## config.mk

```make
export PLATFORM = sky130hd
export DESIGN_NAME = draw_command_executor
export DESIGN_NICKNAME = d
export VERILOG_FILES = /design/src/rtl/draw_command_executor.sv
export SDC_FILE = /design/constraint.sdc
export NUM_CORES = 1
export LEC_CHECK = 0
export CAP_MARGIN = 20
export CORE_ASPECT_RATIO = 0.6
export CORE_MARGIN = 3
export CORE_UTILIZATION = 41
export CTS_CLUSTER_DIAMETER = 100
export DETAILED_ROUTE_END_ITERATION = 12
export PLACE_DENSITY = 0.65
export SYNTH_ARGS = -nofsm -noshare
export SYNTH_HDL_FRONTEND = slang
export SYNTH_SLANG_ARGS = --single-unit
```

## constraint.sdc

```tcl
create_clock -name clk -period 9.87 [get_ports clk]
set_input_delay 0.987 -clock clk [delete_from_list [all_inputs] [get_ports clk]]
set_output_delay 0.987 -clock clk [all_outputs]
set_load 0.005 [all_outputs]
```

## src/rtl/draw_command_executor.sv

```systemverilog
// draw_command_executor
// Walks processor RAM entries 0..numCommands-1 and turns each enabled
// rectangle into a stream of one pixel per cycle for the sprite ROMs and
// the VGA adapter. While busy the executor owns the RAM read port.
//
// Ports
//   clk, resetn        clock, asynchronous active-low reset
//   go_draw            start pulse, only looked at while idle
//   numCommands        number of valid command words
//   processor_addr     RAM read address (data returns RAM_LATENCY later)
//   processor_out      RAM read data
//   vga_x, vga_y       pixel coordinate
//   vga_plot           pixel is on screen and should be written
//   shape_type         type field of the command being drawn
//   sprite_row/col     offset of the pixel inside its shape
//   busy               list is being walked
//   draw_done          one-cycle pulse once the list is finished
module draw_command_executor #(
  parameter int RAM_LATENCY = 2,
  parameter int H_RES       = 640,
  parameter int V_RES       = 480,
  parameter int DASH_BIT    = 3
) (
  input  logic        clk,
  input  logic        resetn,
  input  logic        go_draw,
  input  logic [9:0]  numCommands,
  output logic [9:0]  processor_addr,
  input  logic [47:0] processor_out,
  output logic [9:0]  vga_x,
  output logic [8:0]  vga_y,
  output logic        vga_plot,
  output logic [8:0]  shape_type,
  output logic [8:0]  sprite_row,
  output logic [9:0]  sprite_col,
  output logic        busy,
  output logic        draw_done
);

  localparam logic [2:0] S_IDLE   = 3'd0;
  localparam logic [2:0] S_FETCH  = 3'd1;
  localparam logic [2:0] S_DECODE = 3'd2;
  localparam logic [2:0] S_DRAW   = 3'd3;
  localparam logic [2:0] S_NEXT   = 3'd4;
  localparam logic [2:0] S_DONE   = 3'd5;

  localparam int WW = (RAM_LATENCY > 1) ? $clog2(RAM_LATENCY) : 1;

  logic [2:0]    state_q, state_d;
  logic [WW-1:0] wait_q, wait_d;
  logic [9:0]    idx_q, idx_d;
  logic [9:0]    addr_q, addr_d;
  logic [9:0]    left_q, left_d, width_q, width_d;
  logic [8:0]    top_q, top_d, height_q, height_d;
  logic [8:0]    type_q, type_d;
  logic [8:0]    row_q, row_d;
  logic [9:0]    col_q, col_d;
  logic [9:0]    x_q, x_d;
  logic [8:0]    y_q, y_d;
  logic          plot_q, plot_d, busy_q, busy_d, done_q, done_d;

  // Command word fields
  logic       f_en;
  logic [8:0] f_type, f_h, f_top;
  logic [9:0] f_w, f_left;
  assign {f_en, f_type, f_h, f_w, f_top, f_left} = processor_out;

  // Pixel outputs for a given offset: {plot, y, x}. Sums are one bit wider
  // than the outputs so an off-screen pixel can never alias onto the screen.
  function automatic logic [19:0] pix(input logic [9:0] l, input logic [8:0] t,
                                      input logic [8:0] ty, input logic [9:0] c,
                                      input logic [8:0] r);
    logic [10:0] xw;
    logic [9:0]  yw;
    logic        pl;
    xw = {1'b0, l} + {1'b0, c};
    yw = {1'b0, t} + {1'b0, r};
    pl = (xw < 11'(H_RES)) && (yw < 10'(V_RES)) && !((ty == 9'd0) && c[DASH_BIT]);
    return {pl, yw[8:0], xw[9:0]};
  endfunction

  logic last_col, last_row;
  assign last_col = (col_q == width_q - 10'd1);
  assign last_row = (row_q == height_q - 9'd1);

  always_comb begin
    state_d  = state_q;
    wait_d   = wait_q;
    idx_d    = idx_q;
    addr_d   = addr_q;
    left_d   = left_q;
    top_d    = top_q;
    width_d  = width_q;
    height_d = height_q;
    type_d   = type_q;
    row_d    = row_q;
    col_d    = col_q;
    x_d      = x_q;
    y_d      = y_q;
    plot_d   = 1'b0;
    busy_d   = busy_q;
    done_d   = 1'b0;
    case (state_q)
      S_IDLE: if (go_draw) begin
        if (numCommands == 10'd0) begin
          state_d = S_DONE;
          done_d  = 1'b1;
        end else begin
          state_d = S_FETCH;
          idx_d   = 10'd0;
          addr_d  = 10'd0;
          wait_d  = '0;
          busy_d  = 1'b1;
        end
      end
      S_FETCH: begin
        if (wait_q == WW'(RAM_LATENCY - 1)) state_d = S_DECODE;
        else wait_d = wait_q + 1'b1;
      end
      S_DECODE: begin
        left_d   = f_left;
        top_d    = f_top;
        width_d  = f_w;
        height_d = f_h;
        type_d   = f_type;
        if (!f_en || f_h == 9'd0 || f_w == 10'd0) begin
          state_d = S_NEXT;
        end else begin
          // First pixel is registered here so it shows on the first DRAW cycle.
          state_d = S_DRAW;
          row_d   = 9'd0;
          col_d   = 10'd0;
          {plot_d, y_d, x_d} = pix(f_left, f_top, f_type, 10'd0, 9'd0);
        end
      end
      S_DRAW: begin
        if (last_col && last_row) begin
          state_d = S_NEXT;
        end else begin
          col_d = last_col ? 10'd0 : col_q + 10'd1;
          row_d = last_col ? row_q + 9'd1 : row_q;
          {plot_d, y_d, x_d} = pix(left_q, top_q, type_q, col_d, row_d);
        end
      end
      S_NEXT: begin
        if (idx_q + 10'd1 == numCommands) begin
          state_d = S_DONE;
          busy_d  = 1'b0;
          done_d  = 1'b1;
        end else begin
          state_d = S_FETCH;
          idx_d   = idx_q + 10'd1;
          addr_d  = idx_q + 10'd1;
          wait_d  = '0;
        end
      end
      S_DONE:  state_d = S_IDLE;
      default: state_d = S_IDLE;
    endcase
  end

  always_ff @(posedge clk or negedge resetn) begin
    if (!resetn) begin
      state_q  <= S_IDLE;
      wait_q   <= '0;
      idx_q    <= '0;
      addr_q   <= '0;
      left_q   <= '0;
      top_q    <= '0;
      width_q  <= '0;
      height_q <= '0;
      type_q   <= '0;
      row_q    <= '0;
      col_q    <= '0;
      x_q      <= '0;
      y_q      <= '0;
      plot_q   <= 1'b0;
      busy_q   <= 1'b0;
      done_q   <= 1'b0;
    end else begin
      state_q  <= state_d;
      wait_q   <= wait_d;
      idx_q    <= idx_d;
      addr_q   <= addr_d;
      left_q   <= left_d;
      top_q    <= top_d;
      width_q  <= width_d;
      height_q <= height_d;
      type_q   <= type_d;
      row_q    <= row_d;
      col_q    <= col_d;
      x_q      <= x_d;
      y_q      <= y_d;
      plot_q   <= plot_d;
      busy_q   <= busy_d;
      done_q   <= done_d;
    end
  end

  assign processor_addr = addr_q;
  assign vga_x          = x_q;
  assign vga_y          = y_q;
  assign vga_plot       = plot_q;
  assign shape_type     = type_q;
  assign sprite_row     = row_q;
  assign sprite_col     = col_q;
  assign busy           = busy_q;
  assign draw_done      = done_q;

endmodule

```

== After elaboration in Yosys (flattened, before gate mapping) ==
Cells that the tools add are included.
Word-level totals
  bits in registers: 102
  input port bits: 61
  output and inout port bits: 60
  word-level logic and storage cells: 105
Operators by class
  reductions and logical operators: 22
  equal/unequal tests: 15
  muxes and demuxes: 41
  order comparisons: 4
  add/sub/neg operators: 8
Operator list (number)
  10-bit two-way mux: 8
  10-bit case mux with 2 select lines: 3
  9-bit two-way mux: 5
  9-bit case mux with 2 select lines: 2
  10-bit by 1-bit adder with 10-bit output, second input constant: 2
  10-bit equality test: 2
  10-bit zero test: 2
  9-bit zero test: 2
  3-bit two-way mux: 6
  2-bit inequality test, second input constant: 8
  3-bit case mux with 5 select lines: 1
  1-bit two-way mux: 12
  4-bit AND reduction: 3
  10-bit by 10-bit adder with 11-bit output: 1
  11-bit by 10-bit less-than comparator with 1-bit output, second input constant: 1
  9-bit by 9-bit adder with 10-bit output: 1
  10-bit less-than comparator, second input constant: 1
  10-bit by 9-bit less-than comparator with 1-bit output, second input constant: 1
  10-bit by 1-bit subtractor with 10-bit output, second input constant: 1
  9-bit by 1-bit adder with 9-bit output, second input constant: 1
  9-bit equality test: 1
  9-bit less-than comparator, second input constant: 1
  9-bit by 1-bit subtractor with 9-bit output, second input constant: 1
  3-bit by 2-bit equality test with 1-bit output, second input constant: 2
  12 further kinds: 22

== Longest topological paths before layout ==
Gate-level depths: netlist of run 1.
  word-level depth: 9
  mapped depth: 21
  gate-level depth less buffers: 19

== Worst setup path after synthesis of run 1 ==
Ideal clock, no wire load.
  path type: flip-flop to flip-flop
  from: reg width_q[0]
  to: reg x_q[9] (netlist: vga_x[9])
  stages on the path, launching flop included: 20
  path slack: 5779 ps
  buffers on the path: 1
  clock period less this slack: 4091 ps
  library setup time: 125 ps
  arrival: 3966 ps
  data required time: 9745 ps
  cell sequence: dfrtp_1 inv_1 ha_1 or4b_4 or3_1 a21o_1 a22oi_2 o211a_4 buf_6 nand2b_1 inv_1 ha_1 a21oi_1 o2111ai_1 a21o_1 a21oi_1 o21ai_0 xnor2_1 o21ai_0 mux2_4
On the way
  cells in the longest elaborated chain, start to end: 6
  elaborated cells between the ends (all ways): 9
  those cells by class: add/sub: 2; eq/ne: 2; mux: 3; reduce/logical: 2
RTL lines
  from (decl): RTL line 53  | logic [9:0] left_q, left_d, width_q, width_d;
  from (signal assigned): RTL line 187  | width_q <= width_d;
  10-bit by 1-bit subtractor with 10-bit output (*): RTL line 83  | assign last_col = (col_q == width_q - 10'd1);
  10-bit equality test (*): RTL line 83
  10-bit two-way mux: RTL line 140  | col_d = last_col ? 10'd0 : col_q + 10'd1;
  10-bit by 10-bit adder with 11-bit output: RTL line 76  | xw = {1'b0, l} + {1'b0, c};
  10-bit two-way mux: RTL line 137  | if (last_col && last_row) begin
  10-bit case mux with 2 select lines: RTL line 103  | case (state_q)
  to (signal assigned): RTL line 175  | x_q <= '0;
  to (signal assigned): RTL line 192  | x_q <= x_d;
  to (decl): RTL line 58  | logic [9:0] x_q, x_d;
Every way passes the cells marked *; elsewhere a longest branch is shown, timed or not. The select of a mux whose other input is x is not followed.
A chain may end at the register's enable or synchronous reset.

== Worst setup path after layout of run 1 ==
  from: reg width_q[0]
  to: reg plot_q (netlist: vga_plot)
On the way
  cells in the longest elaborated chain, start to end: 9
  elaborated cells between the ends (all ways): 15
  those cells by class: add/sub: 3; order compare: 2; eq/ne: 1; mux: 4; reduce/logical: 5
RTL lines
  10-bit by 1-bit subtractor with 10-bit output (*): RTL line 83
  10-bit equality test (*): RTL line 83
  10-bit two-way mux / 9-bit two-way mux (equally long branches): RTL line 140, 141
  10-bit by 10-bit adder with 11-bit output / 9-bit by 9-bit adder with 10-bit output (equally long branches): RTL line 76, 77
  11-bit by 10-bit less-than comparator with 1-bit output / 10-bit by 9-bit less-than comparator with 1-bit output (equally long branches): RTL line 78  | pl = (xw < 11'(H_RES)) && (yw < 10'(V_RES)) && !((ty == 9'd0) && c[DASH_BIT]);
  1-bit logical AND (2 in series): RTL line 78
  1-bit two-way mux (*): RTL line 137
  1-bit case mux with 2 select lines (*): RTL line 103
  via plot_d: RTL line 60  | logic plot_q, plot_d, busy_q, busy_d, done_q, done_d;
  to (signal assigned): RTL line 194  | plot_q <= plot_d;
  to (decl): RTL line 60
The timed path passes the listed nets; every way through them passes the cells marked *.

==> flow_summary.json, run 1 <==
{
  "grt-ovfl-total": 0,
  "ctsRootBufferMaster": "clkbuf_16",
  "whs_ns": 0.479,
  "hold_path_depth": 2,
  "cpLargestDelayFamily": "simple AND/OR/NAND/NOR gates",
  "rr_worst_depth": 19,
  "synth_ff_type": "dfrtp_1",
  "fp.dieW_um": 167,
  "vias": 5378,
  "yosysTopAreaCell": "dfrtp_1",
  "path_common_cell": "nor2_1",
  "cts_sinks": 102,
  "grtUsageTotal_pct": 19.8,
  "crit_type": "reg -> reg",
  "yosys_warnings": 0,
  "reg2reg_slack_ns": 5.17,
  "synth_cell_type_count": 60,
  "drt_iter0_drc": 284,
  "grt_pass1_vias": 5303,
  "io_pins": 121,
  "fin_nets": 854,
  "clockBufferDepth": 2,
  "grt_pass1_wl_um": 27500,
  "cts_tree": "yes",
  "die_area_um2": 17000,
  "post-route-period-util_pct": 47.7,
  "syn-num-nets": 750,
  "start_kind": "flip-flop",
  "start_util_pct": 42.8,
  "reg2reg_to": "vga_plot$_DFF_PN0_",
  "coreArea_um2": 14800,
  "crit_chain": "inv_1 -> ha_1 -> or4b_4 -> nor2_1 -> xnor2_1 -> a2111oi_1 -> o211a_4 -> nand4_2 -> nor2_1 -> xor2_1 -> ha_1 -> or4_1 -> o21ai_0 -> o21bai_1 -> xnor2_1 -> nor2_1 -> a31oi_1 -> nand4_1 -> o21ai_0",
  "max_slew_margin_pct": 38.4,
  "hold_viol": 0,
  "hold_path_startpoint": "vga_x[2]$_DFFE_PN0P_",
  "cp-end-kind": "flip-flop",
  "grt_max_degree": 57,
  "rsz0062_at_grt": "no",
  "route.detailed.drc": 0,
  "dpl.hpwl_um": 12600,
  "chipHeight_um": 102,
  "clk_pin_slew_worst_paths_ns": 0.07,
  "synth.yosys.seq_area_share_pct": 40.3,
  "cts_resized": 0,
  "setup_viol": 0,
  "crit_buf_inv": 1,
  "async_flop_share_pct": 100,
  "cellLeakagePower_nw": 3.41,
  "clk_latency_ns": 0.35,
  "slew_violations": 0,
  "post-route-min-period_ns": 4.70,
  "maxCapViolCount": 0,
  "worstPathArrival_ns": 4.97,
  "required_ns": 10.14,
  "status": "finished, final reports clean",
  "post_cts_buffers": 0,
  "drive_gt1_share_pct": 9.97,
  "via_per_inst": 5.54,
  "rows": 34,
  "antenna_found_initial": 0,
  "slowest_delay_ns": 0.50,
  "clock_skew_ns": 0.00849,
  "cts_made_buffers": 9,
  "yosysTopAreaCellShare_pct": 40.3,
  "wl_per_cell_um": 17.3,
  "synth_edf_count": 0,
  "pwr_density_cell_nw_per_um2": 107,
  "cp_max_fo": 25,
  "n_fill_cell": 1340,
  "syn_area_um2": 6340,
  "drt-total-wl_um": 16800,
  "first_pass_iters": 7,
  "cp_slowest_cell": "or4b_4",
  "port_buffers": 120,
  "peakVddDrop_mv": 0.0940,
  "place_congestion": 0.849,
  "tns_ns": 0,
  "final-seq-area_um2": 2550,
  "synth_area_per_cell_um2": 9.56,
  "area_growth_pct": 26.0,
  "fmax_mhz": 213,
  "ys_ff_latch": 102,
  "synth.area.top_cells": "dfrtp_1, mux2_2, ha_1",
  "r2r-start": "width_q[0]$_DFFE_PN0N_",
  "hold_path.class": "reg -> reg",
  "synthesis.instances": 663,
  "holdPathEnd": "vga_x[2]$_DFFE_PN0P_",
  "cts_hold_buffers": 0,
  "diodes": 0,
  "worst-slew-pin-transition_ns": 0.920,
  "h-tree-depth": 3,
  "multi_input_area_um2": 3530,
  "ant_nets": 0
}
cell usage after synthesis, drive strengths merged (2+ instances only):
master     n
or4b       2
clkbuf    16
nor4b      3
dfrtp    102
nand3b     3
o2111ai    2
fa         2
nor3      16
nor2b     10
o21a       6
a22oi      2
inv       25
a22o      14
a21o       5
a41oi      3
mux2      42
ha        24
xnor2     34
o211ai     4
and3       4
mux2i     10
or3        5
o21ai     59
nor2      47
nor4      15
o31a       2
and4       3
nand3     24
nand2     53
a31o       2
a211oi     2
a21oi     32
buf       16
nand4     14
xor2      31
or4        2
nand2b    11
a31oi      6
o21bai     2
cells in the final DEF (no fill, tap or decap), drive strengths merged, types with 16 or more instances in the layout:
cell type,netlist,layout
a21oi,32,32
clkdlybuf4s50,0,119
dfrtp,102,102
ha,24,24
inv,25,28
mux2,42,42
nand2,53,53
nand3,24,24
nor2,47,47
nor3,16,16
o21ai,59,59
xnor2,34,34
xor2,31,31
metal layers:
| metal | global-route usage (%) | wire [um] | vias to the layer above |
|---|---|---|---|
| met5 | 0 | 0 | - |
| met4 | 4.63 | 173 | 0 |
| met3 | 4.25 | 929 | 12 |
| met2 | 29.9 | 7140 | 143 |
| met1 | 29.3 | 8510 | 2637 |
| li1 | - | - | 2586 |
registers in the layout, indices dropped and copies added (netlist names):
name and flops:
left_q 10, sprite_row 9, vga_x 10, width_q 10, draw_done 1, shape_type 9
processor_addr 10, busy 1, vga_plot 1, wait_q 1, height_q 9, sprite_col 10
vga_y 9, top_q 9, state_q 3
worst max-delay path by stage:
stage                           endpoint              startpoint  depth (start not counted)  slack (ns)
floorplan           vga_x[9]$_DFFE_PN0P_  width_q[0]$_DFFE_PN0N_                         19        5.78
global placement      vga_plot$_DFF_PN0_  width_q[0]$_DFFE_PN0N_                         19        5.41
detailed placement    vga_plot$_DFF_PN0_  width_q[0]$_DFFE_PN0N_                         19        5.21
CTS                   vga_plot$_DFF_PN0_  width_q[0]$_DFFE_PN0N_                         19        5.18
global route          vga_plot$_DFF_PN0_  width_q[0]$_DFFE_PN0N_                         19        4.76
finish                vga_plot$_DFF_PN0_  width_q[0]$_DFFE_PN0N_                         19        5.17
tightest hold or removal path, stage by stage, from the launching register on:
cell     delay [ns]
dfrtp_1        0.34
nand2_1        0.04
o21ai_0        0.06
report_power, final:
group	switching (mW)	total, mW	internal (mW)	leakage (nW)
Sequential	0.0000274	0.418	0.418	1.26
Combinational	0.0186	0.0427	0.0241	1.99
Clock	0.168	0.394	0.226	0.157
area by class of cell:
class / count / share of cell area, %
Multi-Input combinational cell: 504 / 44.2
Sequential cell: 102 / 32.0
Timing Repair Buffer: 125 / 15.5
Tap cell: 198 / 3.10
Clock buffer: 9 / 2.82
Clock inverter: 7 / 1.29
Inverter: 25 / 1.18
cell families after synthesis:
family                     count (synthesis)  share of synthesized area [%]
AOI/OAI and AO/OA                        147                           14.6
muxes                                     52                           9.10
adders and majority gates                 26                           5.37
xor gates and xnor gates                  65                           9.10
buffers and inverters                     57                           4.21
DFF                                      102                           40.3
and+or+nand+nor                          214                           17.4
per-stage QoR:
step / power, mW / util (%) / setup WS [ns] / instances / instance area, um^2
2_1_floorplan: 0.431 / - / 5.78 / 663 / 6340
3_3_place_gp: 0.469 / 51.7 / 5.41 / 954 / 7660
3_5_place_dp: 0.469 / 51.7 / 5.21 / 954 / 7660
4_1_cts: 0.866 / 53.9 / 5.18 / 970 / 7980
5_1_grt: 0.883 / 53.9 / 4.76 / 970 / 7980
6_report: 0.854 / 53.9 / 5.17 / 970 / 7980
No activity file was read; power rests on OpenSTA's default activity.
==> inputs of run 2 (changes only) <==
Clock period 9.87 ns to 4.9 ns, I/O delays scaled along.
==> flow_summary.json, run 2 (synthesized netlist as in run 1, its figures left out) <==
{
  "grt_max_degree": 58,
  "wl_per_cell_um": 17.4,
  "via_per_inst": 5.54,
  "cts_hold_buffers": 0,
  "post_cts_buffers": 0,
  "final_cell_mix": "clkdlybuf4s50_1, dfrtp_1, o21ai_0",
  "final_util_pct": 54.2,
  "place_congestion": 0.857,
  "reg2reg_to": "vga_x[9]$_DFFE_PN0P_",
  "antenna_found_initial": 0,
  "coreArea_um2": 14800,
  "drt-total-wl_um": 17000,
  "max_slew_margin_pct": 41.8,
  "hold_viol": 0,
  "rows": 34,
  "n_fill_cell": 1327,
  "dpl.hpwl_um": 12700,
  "worstPathArrival_ns": 4.87,
  "cp_max_fo": 8,
  "required_ns": 5.14,
  "ant_nets": 0,
  "cts_resized": 0,
  "grtUsageTotal_pct": 19.9,
  "whs_ns": 0.192,
  "pwr_density_cell_nw_per_um2": 207,
  "clk_pin_slew_worst_paths_ns": 0.07,
  "h-tree-depth": 3,
  "post-route-period-util_pct": 94.6,
  "drt_iter0_drc": 362,
  "maxCapViolCount": 0,
  "reg2reg_slack_ns": 0.26,
  "fp.dieW_um": 167,
  "clk_latency_ns": 0.35,
  "grt_pass1_wl_um": 27600,
  "fin_nets": 862,
  "final_common_cell": "clkdlybuf4s50_1",
  "clockBufferDepth": 2,
  "cts_sinks": 102,
  "hold_path.class": "in -> async",
  "drive_gt1_share_pct": 10.8,
  "setup_viol": 0,
  "area_growth_pct": 26.7,
  "cts_made_buffers": 9,
  "cp-endpoint": "vga_x[9]$_DFFE_PN0P_",
  "slew_violations": 0,
  "start_util_pct": 42.8,
  "rsz0062_at_grt": "no",
  "ctsRootBufferMaster": "clkbuf_16",
  "io_pins": 121,
  "tns_ns": 0,
  "route.detailed.drc": 0,
  "grt-ovfl-total": 0,
  "cp-end-kind": "flip-flop",
  "peakVddDrop_mv": 0.166,
  "worst-slew-pin-transition_ns": 0.870,
  "clock_skew_ns": 0.0108,
  "cellLeakagePower_nw": 3.45,
  "grt_pass1_vias": 5354,
  "vias": 5415,
  "status": "finished, final reports clean",
  "post-route-min-period_ns": 4.64,
  "r2r-start": "width_q[0]$_DFFE_PN0N_",
  "port_buffers": 120,
  "start_kind": "flip-flop",
  "cts_tree": "yes",
  "fmax_mhz": 216,
  "first_pass_iters": 5,
  "diodes": 0,
  "crit_type": "reg -> reg",
  "crit_start": "width_q[0]$_DFFE_PN0N_",
  "chipHeight_um": 102,
  "die_area_um2": 17000,
  "rr_worst_depth": 19
}
==> run 2: cell types whose count changed in the layout (fill, tap and decap cells not counted), moves of 2 or more <==
cell | previous run | this run
buf_4 | 6 | 13
clkbuf_8 | 0 | 2
clkinv_2 | 0 | 3
inv_6 | 3 | 0
==> run 2: area by class of cell <==
class	instances	area, um^2	area share (%)
clock buffer	12	256	3.19
clock inverter	4	45.0	0.561
inverter	25	93.8	1.17
multi-input combinational	504	3530	43.9
sequential	102	2550	31.8
tap	198	248	3.09
timing repair buffer	133	1310	16.3
==> run 2: worst min-delay path by stage <==
stage	startpoint	to
floorplan	resetn	busy$_DFFE_PN0P_
global placement	vga_x[2]$_DFFE_PN0P_	vga_x[2]$_DFFE_PN0P_
detailed placement	vga_x[1]$_DFFE_PN0P_	vga_x[1]$_DFFE_PN0P_
CTS	resetn	vga_x[2]$_DFFE_PN0P_
global route	resetn	left_q[3]$_DFFE_PN0N_
finish	resetn	vga_x[2]$_DFFE_PN0P_
==> run 2: metrics by stage <==
| step | power [mW] | cell area, um^2 | worst slack (ns) | std cells |
|---|---|---|---|---|
| floorplan | 0.868 | 6340 | 0.809 | 663 |
| global placement | 0.944 | 7690 | 0.490 | 958 |
| detailed placement | 0.946 | 7690 | 0.308 | 958 |
| CTS | 1.69 | 7990 | 0.287 | 974 |
| global route | 1.73 | 8030 | 0.00153 | 978 |
| finish | 1.66 | 8030 | 0.264 | 978 |
==> run 2: critical path, cell delays in order, from the launching register on <==
cell       delay (ns)
dfrtp_1          0.42
inv_1            0.09
ha_1             0.23
or4b_4           0.51
or3_1            0.32
a21o_1           0.19
a22oi_2          0.21
o211a_4          0.27
buf_4            0.15
nand2b_1         0.16
inv_1            0.06
ha_1             0.27
a21oi_1          0.21
o2111ai_1        0.20
a21o_1           0.21
a21oi_1          0.27
o21ai_0          0.17
xnor2_1          0.19
o21ai_0          0.12
mux2_4           0.27
==> run 2: per-layer routing <==
layer	global-route usage, %	routed length [um]	part of all wire, %
met1	28.9	8440	50
met2	30.8	7310	43
met3	4.72	1100	6.5
met4	4.18	140	0.82
met5	0	0	0
==> run 2: power breakdown <==
group / internal, mW / leakage, nW / switching, mW / total (mW)
sequential: 0.841 / 1.26 / 0.0000541 / 0.842
combinational: 0.0486 / 2.04 / 0.0380 / 0.0866
clock: 0.422 / 0.152 / 0.314 / 0.736
total: 1.31 / 3.45 / 0.352 / 1.66
==> inputs of run 3 (changes only) <==
Settings changed: CORE_MARGIN 3 to not set.
==> flow_summary.json, run 3 (synthesized netlist as in run 1, its figures left out) <==
{
  "max_slew_margin_pct": 36.6,
  "area_growth_pct": 26.3,
  "drive_gt1_share_pct": 10.8,
  "antenna_found_initial": 0,
  "fmax_mhz": 219,
  "coreArea_um2": 14800,
  "rsz0062_at_grt": "no",
  "grtUsageTotal_pct": 21.6,
  "final-seq-area_um2": 2550,
  "n_fill_cell": 1357,
  "chipHeight_um": 98.3,
  "cts_made_buffers": 9,
  "post-route-min-period_ns": 4.57,
  "drt-total-wl_um": 16400,
  "clock_skew_ns": 0.00839,
  "grt_max_degree": 64,
  "crit_type": "reg -> reg",
  "worstPathArrival_ns": 4.84,
  "ant_nets": 0,
  "cts_sinks": 102,
  "wl_per_cell_um": 16.8,
  "slew_violations": 0,
  "io_pins": 121,
  "diodes": 0,
  "drt_iter0_drc": 346,
  "status": "finished, final reports clean",
  "required_ns": 5.17,
  "tns_ns": 0,
  "die_area_um2": 16000,
  "start_util_pct": 42.8,
  "grt_pass1_wl_um": 27000,
  "cp-end-kind": "flip-flop",
  "final_common_cell": "clkdlybuf4s50_1",
  "final_cell_mix": "clkdlybuf4s50_1, dfrtp_1, o21ai_0",
  "maxCapViolCount": 0,
  "cp_slowest_cell": "or4_1",
  "dpl.hpwl_um": 12200,
  "cpLargestDelayFamily": "simple AND/OR/NAND/NOR gates",
  "multi_input_area_um2": 3540,
  "crit_chain": "inv_1 -> ha_2 -> or4b_4 -> or3_1 -> a21o_1 -> a22oi_2 -> o211a_4 -> nand4_2 -> nor2_1 -> xor2_1 -> ha_1 -> or4_1 -> o21ai_0 -> o21bai_1 -> xnor2_1 -> nor2_1 -> a31oi_1 -> nand4_1 -> o21ai_0",
  "rows": 34,
  "grt-ovfl-total": 0,
  "route.detailed.drc": 0,
  "cp_max_fo": 7,
  "pwr_density_cell_nw_per_um2": 205,
  "peakVddDrop_mv": 0.134,
  "cts_hold_buffers": 0,
  "post-route-period-util_pct": 93.2,
  "vias": 5274,
  "h-tree-depth": 3,
  "clockBufferDepth": 2,
  "fp.dieW_um": 163,
  "start_kind": "flip-flop",
  "crit_buf_inv": 1,
  "hold_viol": 0,
  "slowest_delay_ns": 0.52,
  "worst-slew-pin-transition_ns": 0.947,
  "hold_path.class": "in -> async",
  "setup_viol": 0,
  "first_pass_iters": 5,
  "clk_pin_slew_worst_paths_ns": 0.07,
  "via_per_inst": 5.41,
  "clk_latency_ns": 0.35,
  "ctsRootBufferMaster": "clkbuf_16",
  "grt_pass1_vias": 5163,
  "cellLeakagePower_nw": 3.43,
  "fin_nets": 860,
  "whs_ns": 0.227,
  "place_congestion": 0.859,
  "port_buffers": 120,
  "cts_tree": "yes"
}
-- run 3: cell count changes in the layout (fill, tap and decap cells not counted), sizes merged --
cell / delta
clkbuf: -1
clkinvlp: +1
buf: -2
clkinv: -1
-- run 3: worst register-to-register path: stages, from the launching register on --
cell and delay (ns):
dfrtp_1 0.42, inv_1 0.10, ha_2 0.22, or4b_4 0.51, or3_1 0.33, a21o_1 0.19
a22oi_2 0.21, o211a_4 0.26, nand4_2 0.19, nor2_1 0.18, xor2_1 0.16, ha_1 0.29
or4_1 0.53, o21ai_0 0.09, o21bai_1 0.14, xnor2_1 0.16, nor2_1 0.06, a31oi_1 0.20
nand4_1 0.10, o21ai_0 0.14
-- run 3: final cells by class --
cell class / instances / area share (%)
clock inverters: 4 / 0.594
inverters: 25 / 1.17
flip-flops and latches: 102 / 31.9
clock buffers: 11 / 3.03
well taps: 198 / 3.09
repair buffers: 131 / 16.0
multi-input cells: 504 / 44.2
-- run 3: power breakdown --
part | internal, mW | total [mW] | leakage [nW] | switching (mW)
clock | 0.406 | 0.717 | 0.141 | 0.311
sequential | 0.842 | 0.842 | 1.26 | 0.0000534
combinational | 0.0485 | 0.0860 | 2.02 | 0.0375
-- run 3: timing repair --
| action | 4_1_cts | 5_1_grt |
|---|---|---|
| setup buffers | 0 | 4 |
| resized for setup | 0 | 3 |
| endpoints found under the setup margin | 0 | 1 |
-- run 3: path summary, 6_finish.rpt --
check / start / to / cells past startpoint / slack, ns
max: width_q[0]$_DFFE_PN0N_ / vga_plot$_DFF_PN0_ / 19 / 0.33
min: resetn / left_q[3]$_DFFE_PN0N_ / 1 / 0.23
max reg2reg: width_q[0]$_DFFE_PN0N_ / vga_plot$_DFF_PN0_ / 19 / 0.33
min reg2reg: vga_y[5]$_DFFE_PN0P_ / vga_y[5]$_DFFE_PN0P_ / 2 / 0.48
max in group asynchronous: resetn / processor_addr[9]$_DFFE_PN0P_ / 2 / 3.65
min in group clk: vga_y[5]$_DFFE_PN0P_ / vga_y[5]$_DFFE_PN0P_ / 2 / 0.48
-- run 3: metrics by stage --
step	instance area, um^2	instances	utilization [%]	power, mW	setup WS, ns
finish	8010	975	54.1	1.64	0.333
CTS	7960	971	53.8	1.67	0.303
global route	8010	975	54.1	1.71	0.0115
floorplan	6340	663	-	0.868	0.809
detailed placement	7670	956	51.8	0.945	0.314
global placement	7670	956	51.8	0.944	0.539
-- run 3: metal layers --
layer	GRT usage, %	part of all wire, %	vias to the layer above
li1	-	-	2587
met1	33.3	53	2548
met2	30.7	41	128
met3	4.33	4.9	11
met4	4.35	0.82	0
met5	0	0	-
